<file path="config.mk">
export PLATFORM = sky130hd
export DESIGN_NAME = vga_timing_gen
export DESIGN_NICKNAME = d
export VERILOG_FILES = /design/src/rtl/vga_timing_gen.sv
export SDC_FILE = /design/constraint.sdc
export NUM_CORES = 1
export LEC_CHECK = 0
export ABC_CLOCK_PERIOD_IN_PS = 2600
export CORE_MARGIN = 2
export CORE_UTILIZATION = 50
export CTS_CLUSTER_SIZE = 24
export DETAILED_ROUTE_END_ITERATION = 7
export GPL_TIMING_DRIVEN = 0
export PLACE_DENSITY_LB_ADDON = 0.15
export SLEW_MARGIN = 20
export SYNTH_ARGS = -nofsm -noshare
export SYNTH_HDL_FRONTEND = slang
export SYNTH_SLANG_ARGS = --single-unit
</file>
<file path="constraint.sdc">
create_clock -name vga_clk -period 2.6 [get_ports vga_clk]
set_input_delay 0.78 -clock vga_clk [delete_from_list [all_inputs] [get_ports vga_clk]]
set_output_delay 0.78 -clock vga_clk [all_outputs]
set_load 0.005 [all_outputs]
</file>
<file path="src/rtl/vga_timing_gen.sv">
// 640x480@60 VGA timing generator with pixel request lead for a downstream BRAM stage.
// Optional colour-bar source selected by `define VGA_TEST_PATTERN_EN.
module vga_timing_gen #(
  parameter int unsigned H_SYNC   = 96,
  parameter int unsigned H_BACK   = 48,
  parameter int unsigned H_DISP   = 640,
  parameter int unsigned H_FRONT  = 16,
  parameter int unsigned V_SYNC   = 2,
  parameter int unsigned V_BACK   = 33,
  parameter int unsigned V_DISP   = 480,
  parameter int unsigned V_FRONT  = 10,
  parameter int unsigned PIPE_DLY = 2
) (
  input  logic        vga_clk,
  input  logic        rst_n,
  input  logic [11:0] pixel_data,
  output logic [9:0]  pixel_xpos,
  output logic [9:0]  pixel_ypos,
  output logic        data_req,
  output logic        vga_hs,
  output logic        vga_vs,
  output logic        vga_de,
  output logic [11:0] vga_rgb,
  output logic        frame_start
);

  localparam int unsigned CW      = 11;
  localparam int unsigned PW      = 10;
  localparam int unsigned RGB_W   = 12;
  localparam int unsigned H_TOTAL = H_SYNC + H_BACK + H_DISP + H_FRONT;
  localparam int unsigned V_TOTAL = V_SYNC + V_BACK + V_DISP + V_FRONT;
  localparam int unsigned HA      = H_SYNC + H_BACK;
  localparam int unsigned VA      = V_SYNC + V_BACK;

  localparam logic [CW-1:0] C_H_LAST = CW'(H_TOTAL - 1);
  localparam logic [CW-1:0] C_V_LAST = CW'(V_TOTAL - 1);
  localparam logic [CW-1:0] C_H_SYNC = CW'(H_SYNC);
  localparam logic [CW-1:0] C_V_SYNC = CW'(V_SYNC);
  localparam logic [CW-1:0] C_HA     = CW'(HA);
  localparam logic [CW-1:0] C_HA_END = CW'(HA + H_DISP);
  localparam logic [CW-1:0] C_VA     = CW'(VA);
  localparam logic [CW-1:0] C_VA_END = CW'(VA + V_DISP);
  localparam logic [CW-1:0] C_RQ     = CW'(HA - PIPE_DLY);
  localparam logic [CW-1:0] C_RQ_END = CW'(HA + H_DISP - PIPE_DLY);

  logic [PW-1:0]    r_h_cnt;
  logic [PW-1:0]    r_v_cnt;
  logic [PW-1:0]    w_h_nxt;
  logic [PW-1:0]    w_v_nxt;
  logic [CW-1:0]    w_h;
  logic [CW-1:0]    w_v;
  logic             w_h_act;
  logic             w_v_act;
  logic             w_de;
  logic             w_req;
  logic             w_hs;
  logic             w_vs;
  logic             w_fs;
  logic [PW-1:0]    w_xpos;
  logic [PW-1:0]    w_ypos;
  logic [RGB_W-1:0] w_rgb_src;

  assign w_h = {1'b0, r_h_cnt};
  assign w_v = {1'b0, r_v_cnt};

  // Raster counters: v_cnt advances (and wraps) on the h_cnt wrap edge.
  always_comb begin
    w_h_nxt = r_h_cnt + PW'(1);
    w_v_nxt = r_v_cnt;
    if (w_h == C_H_LAST) begin
      w_h_nxt = '0;
      if (w_v == C_V_LAST) begin
        w_v_nxt = '0;
      end else begin
        w_v_nxt = r_v_cnt + PW'(1);
      end
    end
  end

  always_ff @(posedge vga_clk or negedge rst_n) begin
    if (!rst_n) begin
      r_h_cnt <= '0;
      r_v_cnt <= '0;
    end else begin
      r_h_cnt <= w_h_nxt;
      r_v_cnt <= w_v_nxt;
    end
  end

  // Decode of the current counter values; registered below.
  always_comb begin
    w_hs    = 1'b1;
    w_vs    = 1'b1;
    w_h_act = 1'b0;
    w_v_act = 1'b0;
    w_de    = 1'b0;
    w_req   = 1'b0;
    w_fs    = 1'b0;
    w_xpos  = '0;
    w_ypos  = '0;
    if (w_h < C_H_SYNC) w_hs = 1'b0;
    if (w_v < C_V_SYNC) w_vs = 1'b0;
    w_h_act = (w_h >= C_HA) && (w_h < C_HA_END);
    w_v_act = (w_v >= C_VA) && (w_v < C_VA_END);
    w_de    = w_h_act && w_v_act;
    w_req   = (w_h >= C_RQ) && (w_h < C_RQ_END) && w_v_act;
    w_fs    = (w_h == '0) && (w_v == '0);
    // Window bounds keep both differences non-negative.
    if (w_req) begin
      w_xpos = PW'(w_h - C_RQ);
      w_ypos = PW'(w_v - C_VA);
    end
  end

`ifdef VGA_TEST_PATTERN_EN
  localparam int unsigned BAR_W = H_DISP / 8;

  logic [CW-1:0]    w_col;
  logic [2:0]       w_bar;
  logic             w_unused_pix;

  assign w_unused_pix = ^pixel_data;

  // Bar index from the active column against boundaries 0, 80, ..., 560.
  always_comb begin
    w_col     = w_h - C_HA;
    w_bar     = '0;
    w_rgb_src = '0;
    for (int i = 1; i < 8; i++) begin
      if (w_col >= CW'(i * BAR_W)) w_bar = 3'(i);
    end
    case (w_bar)
      3'd0:    w_rgb_src = 12'hFFF;
      3'd1:    w_rgb_src = 12'hFF0;
      3'd2:    w_rgb_src = 12'h0FF;
      3'd3:    w_rgb_src = 12'h0F0;
      3'd4:    w_rgb_src = 12'hF0F;
      3'd5:    w_rgb_src = 12'hF00;
      3'd6:    w_rgb_src = 12'h00F;
      default: w_rgb_src = 12'h000;
    endcase
  end
`else
  assign w_rgb_src = pixel_data;
`endif

  always_ff @(posedge vga_clk or negedge rst_n) begin
    if (!rst_n) begin
      vga_hs      <= 1'b1;
      vga_vs      <= 1'b1;
      vga_de      <= 1'b0;
      vga_rgb     <= '0;
      data_req    <= 1'b0;
      pixel_xpos  <= '0;
      pixel_ypos  <= '0;
      frame_start <= 1'b0;
    end else begin
      vga_hs      <= w_hs;
      vga_vs      <= w_vs;
      vga_de      <= w_de;
      vga_rgb     <= w_de ? w_rgb_src : '0;
      data_req    <= w_req;
      pixel_xpos  <= w_xpos;
      pixel_ypos  <= w_ypos;
      frame_start <= w_fs;
    end
  end

endmodule
</file>
==> metrics.log, run 1 <==
INFO  metric fin_total_pwr = between 0.0015 and 0.002 W
INFO  metric io_pins = 51
INFO  metric wire_per_inst = ~15 um
INFO  metric overflow = 0
INFO  metric fin_nets = approximately 330
INFO  metric hold_slack = 0.487 ns
INFO  metric cp-endpoint = pixel_xpos[3]$_DFF_PN0_
INFO  metric maxSlewHeadroom = 0.534
INFO  metric drt-total-wl = about 5.6 mm
INFO  metric pin_count_of_the_biggest_net_entering_global_routing = between 50 and 60
INFO  metric hold_viol_final = 0
INFO  metric viasPerCell = 5.18
INFO  metric vias = a little under 2000
INFO  metric setup.reg_to_reg.worst_slack = ~0.48 ns
INFO  metric port_buffers = 50
INFO  metric rsz_0062_raised_after_global_routing = no
INFO  metric antenna-diode-count = 0
INFO  metric synthFlopType = dfrtp_1
INFO  metric ff_to_ff_end = pixel_xpos[3]$_DFF_PN0_
INFO  metric finish.utilization = 0.683
INFO  metric period_minus_slack = approximately 2.1 ns
INFO  metric maxClockFrequency = between 400 and 500 MHz
INFO  metric nFillCells = approximately 400
INFO  metric finalSetupViolCount = 0
INFO  metric postSynthRegisterBits = 57
INFO  metric worst-path-max-fanout = 10
INFO  metric initialDrtViolationCount = 125
INFO  metric detailed_place_hpwl = 3.76 mm
INFO  metric run_status = finished clean
INFO  metric setup_slack = about 0.48 ns
INFO  metric global_route_usage_sum = 0.211
INFO  metric syn_avg_cell_area = roughly 11 um^2
INFO  metric yosysTopAreaCellShare = 0.518
INFO  metric async_flop_share = 1.00
INFO  metric cts_hold_buffers = 0
INFO  metric critical_path_required = between 2 and 3 ns
INFO  metric floorplan.die_area = slightly below 6000 um^2
INFO  metric synth-warning-count = 0
INFO  metric grt_antenna_before_repair = 0
INFO  metric syn_to_final_growth = 31.2%
INFO  metric worstSetupStartpointType = flop
INFO  metric tightestPinTransition = roughly 0.7 ns
INFO  metric post_cts_buffers = 0
INFO  metric end_kind = flop
INFO  metric tritoncts = built
INFO  metric final.period_utilization = 0.814
INFO  metric netlist_area = around 2700 um^2
INFO  metric total_leakage_power = about 1.5 nW
INFO  metric critical_path_class = reg -> reg
INFO  metric worst_clock_skew = 0.00706 ns
INFO  metric cts-htree-levels = 3
INFO  metric max-cap-violations = 0
INFO  metric ant_nets = 0
INFO  metric root_buffer = clkbuf_8
INFO  metric syn_inst_count = 246
INFO  metric worst_ep_arrival_time = 2.35 ns
INFO  metric dominant_cells_by_area_after_synthesis = dfrtp_1, xnor2_1, nor3_1
INFO  metric pwr_cell_area = 555 nW/um^2
INFO  metric number_of_sinks_handled_by_clock_tree_synthesis = 57
INFO  metric start_util = 0.520
INFO  metric dp_worst_setup_slack = approximately 0.53 ns
INFO  metric drt_pass1_iterations = 4
INFO  metric multiInputGateArea = about 1100 um^2
INFO  metric fp.coreArea = just over 5000 um^2
INFO  metric timing.reg2reg.worst_path_depth = 7
INFO  metric synth_edf_count = 0
INFO  metric core.rowCount = 26
INFO  metric synth_fp_nets = ~270
INFO  metric r2r-start = r_v_cnt[0]$_DFFE_PN0N_
INFO  metric drc_errors = 0
INFO  metric final-seq-area = between 1000 and 1500 um^2
INFO  metric peakVddDrop = approximately 0.00035 V
INFO  metric yosysSeqAreaShare = 0.538
INFO  metric dieWidth = 76.9 um
INFO  metric clkLatencyLatePin = about 0.33 ns
INFO  metric hold_class = in -> async
INFO  metric worst_setup_path_startpoint = r_v_cnt[0]$_DFFE_PN0N_
INFO  metric cts_resized = 0
INFO  metric die_y = slightly below 80 um
INFO  metric gp_congestion = roughly 0.77
INFO  metric timing_max_transition_violations_final = 0
INFO  metric synthDistinctLibCells = 44
INFO  metric clk_transition_reported_paths = approximately 0.07 ns
INFO  metric total_cts_buffers = 9
INFO  metric longest_clk_path_bufs = 2
INFO  metric grt_first_pass_wirelength = about 9.6 mm
INFO  metric synth_top_area_cell = dfrtp_1
INFO  metric first_global_vias = 1940
INFO  metric drive_gt1_frac = 0.138
[sequential cells by signal, indices dropped and copies added (netlist names)]
register and count:
r_h_cnt 10, pixel_xpos 10, vga_vs 1, data_req 1
pixel_ypos 10, frame_start 1, vga_de 1, vga_hs 1
r_v_cnt 10, vga_rgb 12
[how the worst min path moves through the flow]
stage                                     from              endpoint  cells after the start
after floorplan                          rst_n    data_req$_DFF_PN0_                      0
after global placement    r_h_cnt[0]$_DFF_PN0_  r_h_cnt[0]$_DFF_PN0_                      1
after detailed placement  r_h_cnt[0]$_DFF_PN0_  r_h_cnt[0]$_DFF_PN0_                      1
after CTS                                rst_n  vga_rgb[2]$_DFF_PN0_                      1
after global routing                     rst_n  vga_rgb[5]$_DFF_PN0_                      1
final                                    rst_n  vga_rgb[2]$_DFF_PN0_                      1
[per-stage QoR]
stage               instance area (um^2)  TNS [ns]  cells
floorplan                           2660         0    246
global placement                    3250    -52.16    366
detailed placement                  3240         0    366
CTS                                 3490         0    382
global route                        3490         0    382
finish                              3490         0    382
[logic make-up after synthesis]
kind of cell	after synthesis	share of synthesized area
buffers and inverters	32	0.0664
and+or+nand+nor	100	0.207
xor gates and xnor gates	25	0.0852
DFF	57	0.538
muxes	1	0.00377
AOI/OAI and AO/OA	26	0.0763
adders and majority gates	5	0.0235
[metal layers]
metal / GRT usage / vias to the layer above / routed length [um]
met1: 0.295 / 940 / 2590
met3: 0.0541 / 6 / 303
met2: 0.320 / 70 / 2630
met4: 0.0764 / 0 / 76
met5: 0 / - / 0
li1: - / 962 / -
[cell usage after synthesis (all sizes together), types with 2 or more instances]
master  number
dfrtp       55
nor3        28
xnor2       19
buf         16
nor2        16
and2        13
inv         12
nand2       11
nand3        9
nand4        9
a21oi        8
o21ai        7
xor2         6
ha           5
and3         4
clkbuf       4
o22ai        3
a2111o       2
dfstp        2
nor4         2
[critical path: stages, from the launching register on]
cell	delay (ns)
dfrtp_1	0.47
ha_1	0.23
buf_2	0.19
nor4_1	0.33
and4b_1	0.31
o22ai_2	0.12
buf_6	0.16
nor3_1	0.22
[cell usage in the layout (no fill, tap or decap), types with 3 or more instances in the layout]
| cell | n |
|---|---|
| inv_1 | 12 |
| dfrtp_1 | 55 |
| buf_6 | 6 |
| nor3_1 | 27 |
| clkbuf_8 | 10 |
| clkbuf_1 | 5 |
| nor2_1 | 15 |
| nand4_1 | 9 |
| xor2_1 | 5 |
| nand2_1 | 11 |
| and3_1 | 4 |
| buf_2 | 9 |
| a21oi_1 | 7 |
| nand3_1 | 9 |
| xnor2_1 | 19 |
| and2_1 | 13 |
| ha_1 | 5 |
| bufinv_16 | 3 |
| o21ai_0 | 6 |
| clkdlybuf4s50_1 | 49 |
[final cells by class]
cell class              instances  share of cell area
multi-input cells             157               0.302
flip-flops and latches         57               0.410
well taps                      70              0.0251
inverters                      12              0.0129
repair buffers                 50               0.143
clock inverters                 5              0.0294
plain buffers                  20              0.0377
clock buffers                  11              0.0405
[report_power, final]
| group | switching [W] | internal [W] | total, W | leakage (nW) |
|---|---|---|---|---|
| Clock | 0.000352 | 0.000661 | 0.00101 | 0.120 |
| Combinational | 0.0000182 | 0.0000165 | 0.0000347 | 0.638 |
| Sequential | 0 | 0.000887 | 0.000887 | 0.775 |
(Power assumes the default switching activity.)
==> run 2: changes to the inputs <==
--- a/config.mk
+++ b/config.mk
@@ -5,7 +5,7 @@
 export SDC_FILE = /design/constraint.sdc
 export NUM_CORES = 1
 export LEC_CHECK = 0
-export ABC_CLOCK_PERIOD_IN_PS = 2600
+export ABC_CLOCK_PERIOD_IN_PS = 2200
 export CORE_MARGIN = 2
 export CORE_UTILIZATION = 50
 export CTS_CLUSTER_SIZE = 24
==> constraint.sdc (replaced) <==
create_clock -name vga_clk -period 2.2 [get_ports vga_clk]
set_input_delay 0.66 -clock vga_clk [delete_from_list [all_inputs] [get_ports vga_clk]]
set_output_delay 0.66 -clock vga_clk [all_outputs]
set_load 0.005 [all_outputs]
==> metrics.log, run 2 (synthesized netlist as in run 1, its figures left out) <==
INFO  metric critical_path.max_stage_delay = 0.43 ns
INFO  metric floorplan.die_area = just under 6000 um^2
INFO  metric maxClockFrequency = 481 MHz
INFO  metric max-cap-violations = 0
INFO  metric wire_per_inst = 14.7 um
INFO  metric cp_top_family = compound AO/OA/AOI/OAI gates
INFO  metric initialDrtViolationCount = around 140
INFO  metric top_signal_layer_used = met4
INFO  metric start_util = 0.520
INFO  metric root_buffer = clkbuf_8
INFO  metric fin_total_pwr = 0.00228 W
INFO  metric longest_clk_path_bufs = 2
INFO  metric global_route_usage_sum = 0.211
INFO  metric detail_route.wirelength.met1 = approximately 2.6 mm
INFO  metric syn_to_final_growth = 32.4%
INFO  metric first_global_vias = between 1500 and 2000
INFO  metric clk_transition_reported_paths = 0.07 ns
INFO  metric most_common_cell_after_layout_fill_and_taps_aside = dfrtp_1
INFO  metric cts_hold_buffers = 0
INFO  metric viasPerCell = between 5 and 6
INFO  metric die_y = approximately 77 um
INFO  metric maxSlewHeadroom = 0.536
INFO  metric finish.utilization = 0.689
INFO  metric crit_path_cells = ha_1, buf_2, o41ai_4, a21oi_2, o221a_4, buf_6, and2_1
INFO  metric largest_reg_flops = 12
INFO  metric pin_count_of_the_biggest_net_entering_global_routing = 58
INFO  metric layout.cells.non_filler = between 300 and 400
INFO  metric critical_path_required = around 2.4 ns
INFO  metric clkLatencyLatePin = roughly 0.33 ns
INFO  metric drt_pass1_iterations = 4
INFO  metric tritoncts = built
INFO  metric critical_path_class = reg -> reg
INFO  metric finalSetupViolCount = 0
INFO  metric gp_congestion = between 0.7 and 0.8
INFO  metric detailroute.wirelength.met2 = 2.68 mm
INFO  metric routed-wl-met3 = ~290 um
INFO  metric crit_buf_inv = 2
INFO  metric worstSetupStartpointType = flop
INFO  metric grt_first_pass_wirelength = around 9.6 mm
INFO  metric layout_common_cells = dfrtp_1, clkdlybuf4s50_1, nor3_1
INFO  metric worst_clock_skew = about 0.007 ns
INFO  metric antenna-diode-count = 0
INFO  metric drc_errors = 0
INFO  metric vias = just under 2000
INFO  metric io_pins = 51
INFO  metric placed_cells_incl_taps = around 370
INFO  metric crit_path_top_delay_cell = dfrtp_2
INFO  metric fp.coreArea = 5110 um^2
INFO  metric grt_antenna_before_repair = 0
INFO  metric worst_ep_arrival_time = 2.30 ns
INFO  metric tightestPinTransition = approximately 0.7 ns
INFO  metric run_status = finished clean
INFO  metric hold_viol_final = 0
INFO  metric cts-htree-levels = 3
INFO  metric timing_max_transition_violations_final = 0
INFO  metric largest-register = vga_rgb
INFO  metric final.period_utilization = 0.946
INFO  metric detailed_place_hpwl = 3.76 mm
INFO  metric hold_class = in -> async
INFO  metric pwr_cell_area = roughly 650 nW/um^2
INFO  metric tns = 0 ns
INFO  metric total_cts_buffers = 9
INFO  metric total_leakage_power = around 1.5 nW
INFO  metric port_buffers = 50
INFO  metric drive_gt1_frac = 0.153
INFO  metric setup.reg_to_reg.worst_slack = 0.12 ns
INFO  metric overflow = 0
INFO  metric dieWidth = ~77 um
INFO  metric end_kind = flop
INFO  metric drt-total-wl = ~5.7 mm
INFO  metric worst-path-max-fanout = 10
INFO  metric peakVddDrop = approximately 0.00042 V
INFO  metric period_minus_slack = 2.08 ns
INFO  metric number_of_sinks_handled_by_clock_tree_synthesis = 57
INFO  metric ant_nets = 0
INFO  metric core.rowCount = 26
INFO  metric fin_nets = 328
==> run 2: cell type report <==
| cell class | instances | area, um^2 |
|---|---|---|
| Buffer | 20 | 131 |
| Tap cell | 70 | 87.6 |
| Inverter | 12 | 45.0 |
| Clock buffer | 11 | 141 |
| Fill cell | 398 | 1590 |
| Sequential cell | 57 | 1430 |
| Clock inverter | 5 | 103 |
| Multi-Input combinational cell | 157 | 1070 |
| Timing Repair Buffer | 52 | 513 |
==> run 2: per-stage QoR <==
step                      instance area (um^2)  worst slack, ns  hold slack (ns)
after floorplan                           2660            0.343            0.364
after global placement                    3250            -1.22            0.531
after detailed placement                  3240            0.126            0.532
after CTS                                 3490           0.0739            0.401
after global routing                      3520          -0.0108            0.421
final                                     3520            0.119            0.370
==> run 2: worst paths after layout <==
check | startpoint | endpoint | depth (start not counted)
hold / removal | rst_n | vga_rgb[2]$_DFF_PN0_ | 1
hold reg to reg | r_v_cnt[0]$_DFFE_PN0N_ | r_v_cnt[0]$_DFFE_PN0N_ | 1
setup reg to reg | r_v_cnt[0]$_DFFE_PN0N_ | vga_rgb[10]$_DFF_PN0_ | 7
min in group vga_clk | r_v_cnt[0]$_DFFE_PN0N_ | r_v_cnt[0]$_DFFE_PN0N_ | 1
setup / recovery | r_v_cnt[0]$_DFFE_PN0N_ | vga_rgb[10]$_DFF_PN0_ | 7
max in group asynchronous | rst_n | r_v_cnt[0]$_DFFE_PN0N_ | 1
==> run 2: worst reg2reg max path, cell delays in order (launching register included) <==
cell and delay [ns]:
dfrtp_2 0.43, ha_1 0.19, buf_2 0.19, o41ai_4 0.43, a21oi_2 0.12, o221a_4 0.33, buf_6 0.13, and2_1 0.15
==> run 2: layer usage <==
metal	track usage	vias up
li1	-	969
met2	0.320	68
met4	0.0764	0
met5	0	-
met3	0.0541	8
met1	0.295	938
==> run 2: timing repair <==
item | in CTS | in global routing
setup buffers | 0 | 2
resized for setup | 0 | 4
endpoints found under the setup margin | 0 | 29
==> run 2: power by group <==
| group | internal (W) | switching [W] |
|---|---|---|
| Sequential | 0.00105 | 0 |
| Combinational | 0.0000195 | 0.0000214 |
| Clock | 0.000782 | 0.000414 |
